`config.mk`:
```
export PLATFORM = sky130hd
export DESIGN_NAME = uart_tx_fifo
export DESIGN_NICKNAME = d
export VERILOG_FILES = /design/src/rtl/uart_tx_fifo.sv
export SDC_FILE = /design/constraint.sdc
export NUM_CORES = 1
export LEC_CHECK = 0
export BUFFER_PORTS_ARGS = -buffer_cell sky130_fd_sc_hd__buf_2
export CAP_MARGIN = 0
export CELL_PAD_IN_SITES_DETAIL_PLACEMENT = 0
export CELL_PAD_IN_SITES_GLOBAL_PLACEMENT = 1
export CORE_MARGIN = 2
export CORE_UTILIZATION = 44
export DETAILED_ROUTE_END_ITERATION = 10
export GPL_ROUTABILITY_DRIVEN = 0
export PLACE_DENSITY_LB_ADDON = 0.1
export SLEW_MARGIN = 20
export SYNTH_ARGS = -nofsm -noshare
export SYNTH_HDL_FRONTEND = slang
export SYNTH_SLANG_ARGS = --single-unit
```
`constraint.sdc`:
```
create_clock -name clk_i -period 3 [get_ports clk_i]
set_input_delay 0.45 -clock clk_i [delete_from_list [all_inputs] [get_ports clk_i]]
set_output_delay 0.45 -clock clk_i [all_outputs]
set_load 0.02 [all_outputs]
```
`src/rtl/uart_tx_fifo.sv`:
```
// UART transmitter fed from a small FIFO with a valid/ready write port.
// Queued frames leave back-to-back; the line output is registered, so it trails the FSM state by one cycle.
module uart_tx_fifo #(
  parameter int FREQ       = 27000000,
  parameter int BAUD       = 115200,
  parameter int DATA_BITS  = 8,
  parameter int PARITY     = 0,
  parameter int STOP_BITS  = 1,
  parameter int FIFO_DEPTH = 4
) (
  input  logic                          clk_i,
  input  logic                          rst_i,
  input  logic                          valid_i,
  input  logic [DATA_BITS-1:0]          data_i,
  output logic                          ready_o,
  output logic                          uart_tx_o,
  output logic                          busy_o,
  output logic [$clog2(FIFO_DEPTH):0]   level_o
);

  localparam int DIV = FREQ / BAUD;
  localparam int CW  = (DIV > 1) ? $clog2(DIV) : 1;
  localparam int PW  = $clog2(FIFO_DEPTH);
  localparam int LW  = PW + 1;
  localparam int BW  = $clog2(DATA_BITS + 1);

  generate
    if (DIV < 2) begin : g_div_chk
      $error("uart_tx_fifo: FREQ/BAUD must be at least 2");
    end
    if (DATA_BITS < 5 || DATA_BITS > 9) begin : g_bits_chk
      $error("uart_tx_fifo: DATA_BITS must be 5..9");
    end
    if (PARITY < 0 || PARITY > 2) begin : g_par_chk
      $error("uart_tx_fifo: PARITY must be 0, 1 or 2");
    end
    if (STOP_BITS < 1 || STOP_BITS > 2) begin : g_stop_chk
      $error("uart_tx_fifo: STOP_BITS must be 1 or 2");
    end
    if (FIFO_DEPTH < 2 || (FIFO_DEPTH & (FIFO_DEPTH - 1)) != 0) begin : g_depth_chk
      $error("uart_tx_fifo: FIFO_DEPTH must be a power of two >= 2");
    end
  endgenerate

  typedef enum logic [2:0] {
    S_IDLE, S_START, S_DATA, S_PARITY, S_STOP
  } state_e;

  state_e               state_q, state_d;
  logic [CW-1:0]        cnt_q, cnt_d;
  logic [BW-1:0]        bit_q, bit_d;
  logic [DATA_BITS-1:0] shreg_q, shreg_d;
  logic                 par_q, par_d;
  logic                 tx_q, tx_d;
  logic                 busy_q, busy_d;
  logic [LW-1:0]        level_q, level_d;
  logic [PW-1:0]        wr_q, wr_d, rd_q, rd_d;
  logic [DATA_BITS-1:0] mem_q [FIFO_DEPTH];
  logic [DATA_BITS-1:0] mem_d [FIFO_DEPTH];

  logic push, pop, bit_end, last_stop;

  assign ready_o   = (level_q != LW'(FIFO_DEPTH));
  assign push      = valid_i && ready_o;
  assign bit_end   = (cnt_q == CW'(DIV - 1));
  assign last_stop = (state_q == S_STOP) && bit_end && (bit_q == BW'(STOP_BITS - 1));
  assign pop       = (level_q != '0) && ((state_q == S_IDLE) || last_stop);

  always_comb begin
    mem_d   = mem_q;
    wr_d    = wr_q;
    rd_d    = rd_q;
    level_d = level_q;
    state_d = state_q;
    cnt_d   = bit_end ? '0 : cnt_q + CW'(1);
    bit_d   = bit_q;
    shreg_d = shreg_q;
    par_d   = par_q;

    if (push) begin
      mem_d[wr_q] = data_i;
      wr_d        = wr_q + PW'(1);
    end
    if (pop) rd_d = rd_q + PW'(1);

    case ({push, pop})
      2'b10:   level_d = level_q + LW'(1);
      2'b01:   level_d = level_q - LW'(1);
      default: level_d = level_q;
    endcase

    case (state_q)
      S_IDLE: begin
        cnt_d = '0;
        if (pop) state_d = S_START;
      end
      S_START: begin
        if (bit_end) begin
          state_d = S_DATA;
          bit_d   = '0;
        end
      end
      S_DATA: begin
        if (bit_end) begin
          shreg_d = shreg_q >> 1;
          if (bit_q == BW'(DATA_BITS - 1)) begin
            bit_d   = '0;
            state_d = (PARITY != 0) ? S_PARITY : S_STOP;
          end else begin
            bit_d = bit_q + BW'(1);
          end
        end
      end
      S_PARITY: begin
        if (bit_end) begin
          state_d = S_STOP;
          bit_d   = '0;
        end
      end
      S_STOP: begin
        if (last_stop) begin
          bit_d   = '0;
          state_d = pop ? S_START : S_IDLE;
        end else if (bit_end) begin
          bit_d = bit_q + BW'(1);
        end
      end
      default: state_d = S_IDLE;
    endcase

    // Frame payload and its parity are latched together at pop time.
    if (pop) begin
      shreg_d = mem_q[rd_q];
      par_d   = (^mem_q[rd_q]) ^ (PARITY == 1);
    end

    case (state_q)
      S_START:  tx_d = 1'b0;
      S_DATA:   tx_d = shreg_q[0];
      S_PARITY: tx_d = par_q;
      default:  tx_d = 1'b1;
    endcase

    busy_d = (state_d != S_IDLE) || (level_d != '0);
  end

  always_ff @(posedge clk_i) begin
    if (rst_i) begin
      state_q <= S_IDLE;
      cnt_q   <= '0;
      bit_q   <= '0;
      shreg_q <= '0;
      par_q   <= 1'b0;
      tx_q    <= 1'b1;
      busy_q  <= 1'b0;
      level_q <= '0;
      wr_q    <= '0;
      rd_q    <= '0;
    end else begin
      state_q <= state_d;
      cnt_q   <= cnt_d;
      bit_q   <= bit_d;
      shreg_q <= shreg_d;
      par_q   <= par_d;
      tx_q    <= tx_d;
      busy_q  <= busy_d;
      level_q <= level_d;
      wr_q    <= wr_d;
      rd_q    <= rd_d;
    end
  end

  // Storage needs no reset; occupancy is tracked by the pointers and level.
  always_ff @(posedge clk_i) begin
    mem_q <= mem_d;
  end

  assign uart_tx_o = tx_q;
  assign busy_o    = busy_q;
  assign level_o   = level_q;

endmodule
```
Yosys cells after proc, flatten, opt, wreduce, memory -nomap -nowiden
Index checks and enable logic that the tools add are counted.
{ "word_totals": {"register_bits": 65, "latch_bits": 0, "mem_bits_rw": 0, "romBits": 0, "in_bits": 11, "out_inout_bits": 6, "word_cells": 82, "mem_count": 0} }
{ "op_classes": {"add_sub_neg": 6, "n_mul": 0, "n_div": 0, "magnitude_cmp": 3, "eq_ne": 12, "n_shift": 0, "muxes": 25, "bitwise_logic": 2, "n_reduce_logical": 20} }
{ "op_table": {"columns": ["operator", "count"], "rows": [
  ["two-way mux 8 bit", 6],
  ["bitwise mux 32 bit", 1],
  ["two-way mux 4 bit", 5],
  ["two-way mux 3 bit", 6],
  ["binary-select mux 8 bit (select 2 bit)", 1],
  ["demux 8 bit (select 2 bit)", 1],
  ["one-hot mux 3 bit (5 select lines)", 1],
  ["one-hot mux 4 bit (3 select lines)", 1],
  ["nonzero test 3 bit", 4],
  ["adder 8 x 1 -> 8 bit, second input constant", 1],
  ["equality test 8 bit, second input constant", 1],
  ["XOR reduction 8 bit", 1],
  ["equality test 3 x 2 -> 1 bit, second input constant", 2],
  ["greater-or-equal comparator 3 bit, second input constant", 2],
  ["inequality test 3 bit, second input constant", 2],
  ["NOT 2 -> 3 bit", 2],
  ["one-hot mux 3 bit (2 select lines)", 1],
  ["logical AND 1 bit", 5],
  ["adder 2 x 1 -> 2 bit, second input constant", 2],
  ["adder 4 x 1 -> 4 bit, second input constant", 1],
  ["equality test 4 x 3 -> 1 bit, second input constant", 1],
  ["zero test 4 bit", 1],
  ["AND reduction 4 bit", 1],
  ["nonzero test 2 bit", 2],
  ["other kinds (16)", 17]
]} }

Longest topological paths before layout
Gate-level depths: netlist of the first run.
{ "depth": {"word_depth": 10, "depth_mapped": 14, "mapped_depth_nobuf": 13} }

Least setup slack after synthesis of the first run
No wires, ideal clock.
{ "synth_timing": {"path_type": "register -> register", "startpoint": "reg bit_q[0]", "endpoint": "reg busy_q (netlist: busy_o)", "setup_time_ns": 0.137, "arrival_ns": 2.925, "slack_ns": -0.062, "path_stages_with_launch": 15, "path_buffers": 1, "path_cell_list": "dfxtp_1 -> inv_1 -> ha_1 -> or3b_2 -> o31ai_1 -> and2_1 -> buf_4 -> ha_1 -> inv_1 -> fa_1 -> xnor2_1 -> xnor2_1 -> nand3_1 -> o21ai_0 -> a41oi_1"} }
{ "synth_via": {"elab_chain_len": 9} }
{ "synth_rtl": {"columns": ["item", "line", "text"], "rows": [
  ["from (decl)", "51", "logic [BW-1:0] bit_q, bit_d;"],
  ["from (signal assigned)", "162", "bit_q <= bit_d;"],
  ["zero test 4 bit", "66", "assign last_stop = (state_q == S_STOP) && bit_end && (bit_q == BW'(STOP_BITS - 1));"],
  ["logical AND 1 bit", "66", null],
  ["logical OR 1 bit", "67", "assign pop = (level_q != '0) && ((state_q == S_IDLE) || last_stop);"],
  ["logical AND 1 bit", "67", null],
  ["two-way mux 1 bit", "123", "state_d = pop ? S_START : S_IDLE;"],
  ["two-way mux 3 bit", "121", "if (last_stop) begin"],
  ["one-hot mux 3 bit (5 select lines)", "92", "case (state_q)"],
  ["nonzero test 3 bit", "144", "busy_d = (state_d != S_IDLE) || (level_d != '0);"],
  ["logical OR 1 bit *", "144", null],
  ["to (signal assigned)", "166", "busy_q <= busy_d;"],
  ["to (decl)", "55", "logic busy_q, busy_d;"]
]} }
Every way passes the cells marked *; elsewhere a longest branch is shown, timed or not.
A chain may end at the register's enable or synchronous reset.

Final worst setup path of the first run
Ends and elaborated chain as after synthesis.

==> run metrics, run 1 <==
DR vias/cell=slightly above 5; Vias=1781; Main synth FF type=dfxtp_1; Clock Latency Late Sink=about 0.34 ns; total gr overflow=0; Synth area leader=edfxtp_1; drt wl/cell=14.1 um; max_slew headroom=a little under three fifths; critical path's slowest cell=or3b_4; Core Region=around 6300 sq um; CP Launch Point=bit_q[0]; htree depth=3; Sink Count=65; Req. time, crit path=between 3 and 4 ns; Syn-to-layout area delta=14.9%; CP arrival=roughly 3 ns; post-layout util=between 50% and 60%; HPWL reported at the end of detailed placement=~3.4 mm; # DRC=0; Seq cells post-synth=65; crit end category=flip-flop; port bufs=16; Filler cells=around 590; Initial DRT Pass Iterations=4; top-area cell type share of the netlist area=approximately 34%; nets=about 290; Post-Syn Area per Cell=approximately 12 sq um; clk root buf=clkbuf_8; # hold bufs at CTS=0; RSZ-0062 raised after global routing=false; area of the mapped netlist=roughly 2900 sq um; Fmax=between 0.3 and 0.4 GHz; vias in the first global route=1817; Top delay family on crit path=adder cells; total of max-cap violations=0; status=complete, no violations; diode count=0; largest net degree at the start of global routing=27; Num CTS Buffers=9; startpoint types=flip-flop; layout cells sized above 1=20.7%; VDD IR max=~0.43 mV; Longest Clk Path Bufs=2; Hold Startpoint=data_i[6]; most instantiated cells after synthesis=33 x dfxtp_1, 32 x edfxtp_1, 26 x nor2_1, 16 x a21oi_1, 16 x nand2_1; I/O pin count=17; setup violators final=0; reg2reg start=bit_q[0]; Worst Tran Pin Value=roughly 0.64 ns; Crit path buffers/inverters=2; number of synthesized flops with an enable pin=32; Worst Skew=around 0.0066 ns; Max Slew Vio Count=0; DIE AREA=approximately 7200 sq um; cells after synthesis=between 200 and 250; CTS clk-pin slew, worst paths=around 0.080 ns; PwrDens=about 900 nW/um^2; effective utilization at floorplan=approximately 45%; fin crit period=between 2 and 3 ns; Mapped Nets=263; Hold Path Class=in2reg; die width=between 80 and 90 um; Max FO, Critical Path=5; synth top area cells=edfxtp_1 34%, dfxtp_1 23%, mux4_2 6.3%; worst hold slack=between 0.3 and 0.4 ns; Final Cycle Share=around 93%; yosys warns=0; antenna violations before repair=0; Distinct cells, synth=45; row count=29; Seq/Total Area, Yosys=56.7%; Final Routed Wirelength=between 4 and 5 mm; Leak=1.15 nW; cell mode on critical path=inv_1; Worst Setup Path Type=reg2reg; total global routing track utilization=approximately 15%; max incr delay on CP=around 0.4 ns; Hold Fails Final Rpt=0; most frequent cell after synthesis=dfxtp_1; fraction of registers with async set or reset after synthesis=0%; post-route ant nets=0; CTS tree=built; first-pass GRT wire length=about 8.4 mm; DR iter-0 viols=between 50 and 60; Die Y=between 80 and 90 um; TNS Setup=0 ns; CP Cell Sequence=inv_1 -> ha_1 -> or3b_4 -> o31ai_4 -> and2_4 -> ha_2 -> inv_1 -> fa_2 -> xnor2_2 -> xnor2_1 -> nand3_1 -> o21ai_0 -> a41oi_1
layout make-up:
| type | count | area (sq um) | share of cell area, % |
|---|---|---|---|
| multi-input cells | 157 | 1170 | 35.7 |
| repair buffers | 22 | 125 | 3.81 |
| clock inverters | 7 | 103 | 3.12 |
| inverters | 11 | 41.3 | 1.26 |
| clock buffers | 9 | 124 | 3.77 |
| well taps | 77 | 96.3 | 2.93 |
| flip-flops and latches | 65 | 1620 | 49.4 |
per-stage QoR:
stage               area, sq um  cells  power (mW)  setup WS (ns)
detailed placement         3050    331        2.15         0.0599
global placement           3050    331        2.15          0.148
floorplan                  2890    242        1.96          0.106
global route               3280    348        3.14         0.0377
finish                     3280    348        2.94          0.215
CTS                        3270    347        2.99         0.0398
power by group:
part           switching, mW  internal [mW]
Combinational          0.465          0.447
Sequential             0.121           1.08
Clock                  0.351          0.476
Total                  0.937           2.01
worst reg2reg max path: cells and delay by family (launching register included):
family,cells,cell delay [ns]
buffers and inverters,2,0.13
adders and majority gates,3,0.69
and+or+nand+nor,3,0.66
xor gates and xnor gates,2,0.34
AOI/OAI and AO/OA,3,0.48
DFF,1,0.35
layout by cell type (no fill, tap or decap), drive strengths merged, types with 8 or more instances in the layout:
master  Yosys  routed
a21oi      16      16
inv        11      13
nor2       26      26
buf         4      22
a22oi       8       8
mux4        8       8
xnor2      14      14
ha          9       9
clkbuf      5       9
nand2      16      16
dfxtp      33      33
edfxtp     32      32
final timing paths:
path / to / slack, ns / cells past startpoint
max: busy_o / 0.21 / 13
min: mem_q[14] / 0.31 / 1
max reg2reg: busy_o / 0.21 / 13
min reg2reg: shreg_q[1] / 0.46 / 2
kinds of logic (layout without fill, tap and decap cells):
logic type / count (synthesis) / after routing / synth area share (%)
AOI/OAI and AO/OA: 37 / 37 / 8.14
xor gates and xnor gates: 20 / 20 / 6.13
adders and majority gates: 10 / 10 / 4.64
buffers and inverters: 20 / 49 / 3.33
DFF: 65 / 65 / 56.7
muxes: 8 / 8 / 6.30
and+or+nand+nor: 82 / 82 / 14.7
routing by layer:
layer | up-vias | GRT usage (%) | routed length [um]
li1 | 925 | - | -
met1 | 828 | 19.3 | 2350
met2 | 18 | 24.6 | 2330
met3 | 10 | 3.54 | 120
met4 | 0 | 7.79 | 102
met5 | - | 0 | 0
repair_timing:
action,in CTS,in global routing
buffers inserted,0,1
gates resized for setup,0,1
setup endpoints to repair,0,1
state kept, by name, summed over array words and instances (netlist names), 2 cells and up:
signal,cells
mem_q,32
cnt_q,8
shreg_q,8
bit_q,4
level_o,3
state_q,3
rd_q,2
wr_q,2
(Power assumes the default switching activity.)
==> run 2: changes to the inputs <==
Clock period 3 ns to 2.35 ns, I/O delays scaled along.
==> run 2 against run 1 <==
Against the previous run:
- the flow now finishes with violations (setup timing)
- utilization increased by 3.2 points
- largest power group unchanged
- combinational power increased by 54%
- sequential cell count unchanged
- highest routed layer unchanged
- die area unchanged
- register-to-register slack got worse by 0.45 ns
- routed wire length increased by 5.6%
- sequential power increased by 24%
==> run metrics, run 2 (synthesis gave the netlist of run 1 again) <==
status=complete, but fails checks; failing checks=setup timing; Clock Latency Late Sink=around 0.33 ns; Longest Clk Path Bufs=2; worst hold slack=0.232 ns; Syn-to-layout area delta=21.8%; PwrDens=roughly 1100 nW/um^2; Vias=approximately 1900; RSZ-0062 raised after global routing=true; total gr overflow=0; diode count=0; row count=29; commonest non-fill, non-tap cell in the layout=edfxtp_1; most frequent cells in the layout=32 x edfxtp_1, 31 x dfxtp_1, 29 x buf_4, 25 x nor2_1; clk root buf=clkbuf_8; die width=84.6 um; fin crit period=2.59 ns; Final Routed Wirelength=roughly 5.2 mm; Die Y=84.6 um; Reg2Reg Depth=13; post-route setup slack=-0.235 ns; crit end category=flip-flop; DIE AREA=7160 sq um; vias in the first global route=1896; Initial DRT Pass Iterations=4; largest net degree at the start of global routing=27; port bufs=16; I/O pin count=17; post-route ant nets=0; Req. time, crit path=~2.5 ns; VDD IR max=between 0.6 and 0.7 mV; Sink Count=65; Num CTS Buffers=9; max_slew headroom=~64%; HPWL reported at the end of detailed placement=approximately 3.6 mm; flop2flop setup slack=-0.24 ns; Hold Path Class=in2reg; CTS tree=built; first-pass GRT wire length=around 9 mm; Top Registers=mem_q (32), cnt_q (8), shreg_q (8); setup violators final=2; Final Cycle Share=110%; Max FO, Critical Path=2; CP arrival=about 2.8 ns; Worst Setup Path Type=reg2reg; post-route insts no fill=370; cell depth of the worst hold path=1; max FFs per register=32; effective utilization at floorplan=45.3%; total global routing track utilization=approximately 16%; Pwr Total=between 3 and 4 mW; Core Region=around 6300 sq um; antenna violations before repair=0; Worst Tran Pin Value=0.536 ns; htree depth=3; Worst Skew=~0.0067 ns; CTS clk-pin slew, worst paths=0.07 ns; layout cells sized above 1=approximately 29%; Most flops, register=mem_q; Hold Fails Final Rpt=0; DR vias/cell=approximately 5.1; Fmax=between 0.3 and 0.4 GHz; DR iter-0 viols=73; Max Slew Vio Count=0; drt wl/cell=about 14 um; startpoint types=flip-flop; # DRC=0; Placed Instances=around 350; pre-CTS WS=-0.229 ns; nets=310; total of max-cap violations=0; Leak=between 1 and 1.5 nW
## run 2: cell types whose count changed in the layout (fill, tap and decap cells not counted), sizes merged
cell / delta
clkinvlp: +1
clkinv: -1
clkbuf: +1
inv: -2
buf: +23
## run 2: worst paths after layout
kind / startpoint / endpoint
max: bit_q[0] / busy_o
min: data_i[6] / mem_q[22]
max reg2reg: bit_q[0] / busy_o
min reg2reg: shreg_q[1] / shreg_q[1]
## run 2: final cells by class
cell class	instances	area (sq um)
clock buffer	10	138
inverter	11	41.3
fill	550	2830
clock inverter	5	80.1
timing repair buffer	45	298
tap	77	96.3
multi-input combinational	157	1210
sequential	65	1620
## run 2: timing repair
action	CTS	global route
resized for setup	5	2
setup buffers	2	1
pin swaps	1	2
endpoints found under the setup margin	2	3
hold buffers	0	0
## run 2: per-stage QoR
step | instance area [sq um] | util, % | setup TNS [ns]
finish | 3480 | 55.2 | -0.315
detailed placement | 3230 | 51.1 | -0.334
global placement | 3230 | 51.1 | -0.292
global route | 3480 | 55.2 | -0.684
CTS | 3470 | 54.9 | -0.352
floorplan | 2910 | - | -0.466
## run 2: per-layer routing
layer | vias to the layer above | track usage (%) | wire length (um)
met5 | - | 0 | 0
met4 | 0 | 5.63 | 72
met3 | 5 | 5.31 | 148
met2 | 24 | 26.6 | 2530
met1 | 884 | 20.1 | 2420
li1 | 963 | - | -
## run 2: critical path, stage by stage, from the launching register on
cell     delay (ns)
dfxtp_2        0.33
inv_2          0.06
ha_4           0.12
or3b_4         0.38
o31ai_4        0.20
and2_4         0.19
ha_4           0.13
inv_2          0.03
fa_2           0.34
xnor2_2        0.16
xnor2_1        0.13
nand3_1        0.09
o21ai_1        0.14
a41oi_1        0.13
## run 2: report_power, final
| part | switching [mW] | leakage (nW) | internal, mW | total [mW] |
|---|---|---|---|---|
| Combinational | 0.692 | 0.608 | 0.705 | 1.40 |
| Sequential | 0.110 | 0.564 | 1.38 | 1.49 |
| Clock | 0.415 | 0.104 | 0.618 | 1.03 |
| Total | 1.22 | 1.28 | 2.71 | 3.92 |
==> run 3: changes to the inputs <==
Settings changed: CORE_ASPECT_RATIO from default to 1.75, HOLD_SLACK_MARGIN from default to 0.08.
==> run 3 against run 2 <==
Against the previous run:
- the flow still finishes with violations (setup timing)
- hold slack got worse by 0.0092 ns
- first-iteration DRC count rose by 9.6%
- clock power barely moved
- critical endpoint unchanged
==> run metrics, run 3 (synthesis gave the netlist of run 1 again) <==
DR WL met2=roughly 3.1 mm; crit end category=flip-flop; logic gate share of total power=a little over a third; setup violators final=2; DR vias/cell=just over 5; # DRC=0; status=complete, but fails checks; diode count=0; met1 wire length=2.01 mm; clock power share=26.3%; Filler cells=580; PwrDens=approximately 1100 nW/um^2; most frequent cells in the layout=32 x dfxtp_1, 32 x edfxtp_1, 30 x buf_4, 26 x nor2_1; DR WL met3=a little over 90 um; top sig layer=met4; Worst Tran Pin Value=about 0.53 ns; die width=around 65 um; Hold Startpoint=data_i[2]; Longest Clk Path Bufs=2; nets=approximately 310; critical path's slowest cell=or3b_4; CTS tree=built; TNS Setup=-0.435 ns; HPWL reported at the end of detailed placement=3.85 mm; Placed Instances=approximately 360; Fmax=between 0.3 and 0.4 GHz; post-route setup slack=-0.219 ns; CP arrival=2.77 ns; I/O pin count=17; max incr delay on CP=~0.4 ns; layout cells sized above 1=around 28%; Die Y=111 um; CP Cell Sequence=inv_1 -> ha_1 -> or3b_4 -> o31ai_4 -> and2_4 -> ha_4 -> inv_2 -> fa_2 -> xnor2_2 -> xnor2_1 -> nand3_1 -> o21ai_1 -> a41oi_1; total of max-cap violations=0; Num CTS Buffers=9; Core Region=slightly above 6000 sq um; post-route insts no fill=roughly 380; flop2flop setup slack=-0.22 ns; fin crit period=between 2 and 3 ns; Max Slew Vio Count=0; DR iter-0 viols=80; effective utilization at floorplan=between 40% and 50%; switch share=about 31%; Syn-to-layout area delta=21.7%; DIE AREA=7180 sq um; Sink Count=between 60 and 70; worst reg2reg path endpoint=busy_o; Initial DRT Pass Iterations=4; row count=38; antenna violations before repair=0; Max FO, Critical Path=2; htree depth=3; drt wl/cell=14.1 um; Top Registers=mem_q (32), cnt_q (8), shreg_q (8); Pwr Total=3.91 mW; Worst Setup Path Type=reg2reg; internal cell power=between 2 and 3 mW; Hold Path Class=in2reg; clk root buf=clkbuf_8; port bufs=16; largest net degree at the start of global routing=27; post-route ant nets=0; Crit path buffers/inverters=2; Seq pwr share=between 30% and 40%; Final Routed Wirelength=~5.3 mm; first-pass GRT wire length=roughly 9.0 mm; total global routing track utilization=between 10% and 20%; Clock Latency Late Sink=approximately 0.34 ns; Leak=roughly 1.3 nW; CTS clk-pin slew, worst paths=roughly 0.07 ns; failing checks=setup timing; Req. time, crit path=around 2.6 ns; Hold Fails Final Rpt=0; reg2reg start=bit_q[0]; Worst Skew=0.00933 ns; worst hold slack=about 0.22 ns; Finished Cell Area=3480 sq um; total gr overflow=0; Vias=between 1500 and 2000; Most flops, register=mem_q; startpoint types=flip-flop; vias in the first global route=~2000; Top delay family on crit path=simple AND/OR/NAND/NOR gates; Reg2Reg Depth=13; Final Cycle Share=109%; Area after DPL=approximately 3200 sq um; # hold bufs at CTS=0; max_slew headroom=about 64%; max FFs per register=32; Worst Hold End=mem_q[10]; net switching power figure=between 1 and 1.5 mW; cell depth of the worst hold path=1; RSZ-0062 raised after global routing=true; VDD IR max=between 0.6 and 0.7 mV
==> run 3: changes by cell type in the layout (fill, tap and decap cells not counted), sizes merged <==
cell      delta
clkinv       +2
buf          +1
clkinvlp     -1
==> run 3: repair_timing <==
action,in CTS,in global routing
pin swaps,2,0
setup buffers,2,1
setup endpoints to repair,2,3
endpoints found under the hold margin,0,0
gates resized for setup,0,1
==> run 3: how the worst max path moves through the flow <==
stage	startpoint	end	slack [ns]	depth (start not counted)
finish	bit_q[0]	busy_o	-0.22	13
global route	bit_q[0]	busy_o	-0.38	13
CTS	bit_q[0]	busy_o	-0.23	13
detailed placement	bit_q[0]	busy_o	-0.21	13
global placement	bit_q[0]	busy_o	-0.18	13
floorplan	bit_q[0]	busy_o	-0.31	14
==> run 3: power groups by stage <==
stage	clock (mW)	sequential, mW	combinational (mW)
detailed placement	0	1.52	1.34
global placement	0	1.51	1.34
floorplan	0	1.52	1.03
global route	1.11	1.51	1.55
finish	1.03	1.49	1.39
CTS	1.06	1.49	1.37
==> run 3: per-layer routing <==
layer | track usage, % | up-vias
li1 | - | 972
met1 | 17.1 | 911
met2 | 30.5 | 15
met3 | 3.97 | 10
met4 | 9.36 | 0
met5 | 0 | -
==> run 3: metrics by stage <==
stage	worst slack (ns)	utilization, %
2_1_floorplan	-0.312	-
3_3_place_gp	-0.180	51.9
3_5_place_dp	-0.210	51.9
4_1_cts	-0.227	55.6
5_1_grt	-0.379	55.9
6_report	-0.219	55.9
==> run 3: cell type report <==
type                    count  area [sq um]  share of cell area [%]
flip-flops and latches     65          1620                    46.6
multi-input cells         157          1190                    34.2
repair buffers             46           305                    8.77
clock buffers              10           138                    3.96
well taps                  80           100                    2.88
clock inverters             6          81.3                    2.34
inverters                  11          41.3                    1.19
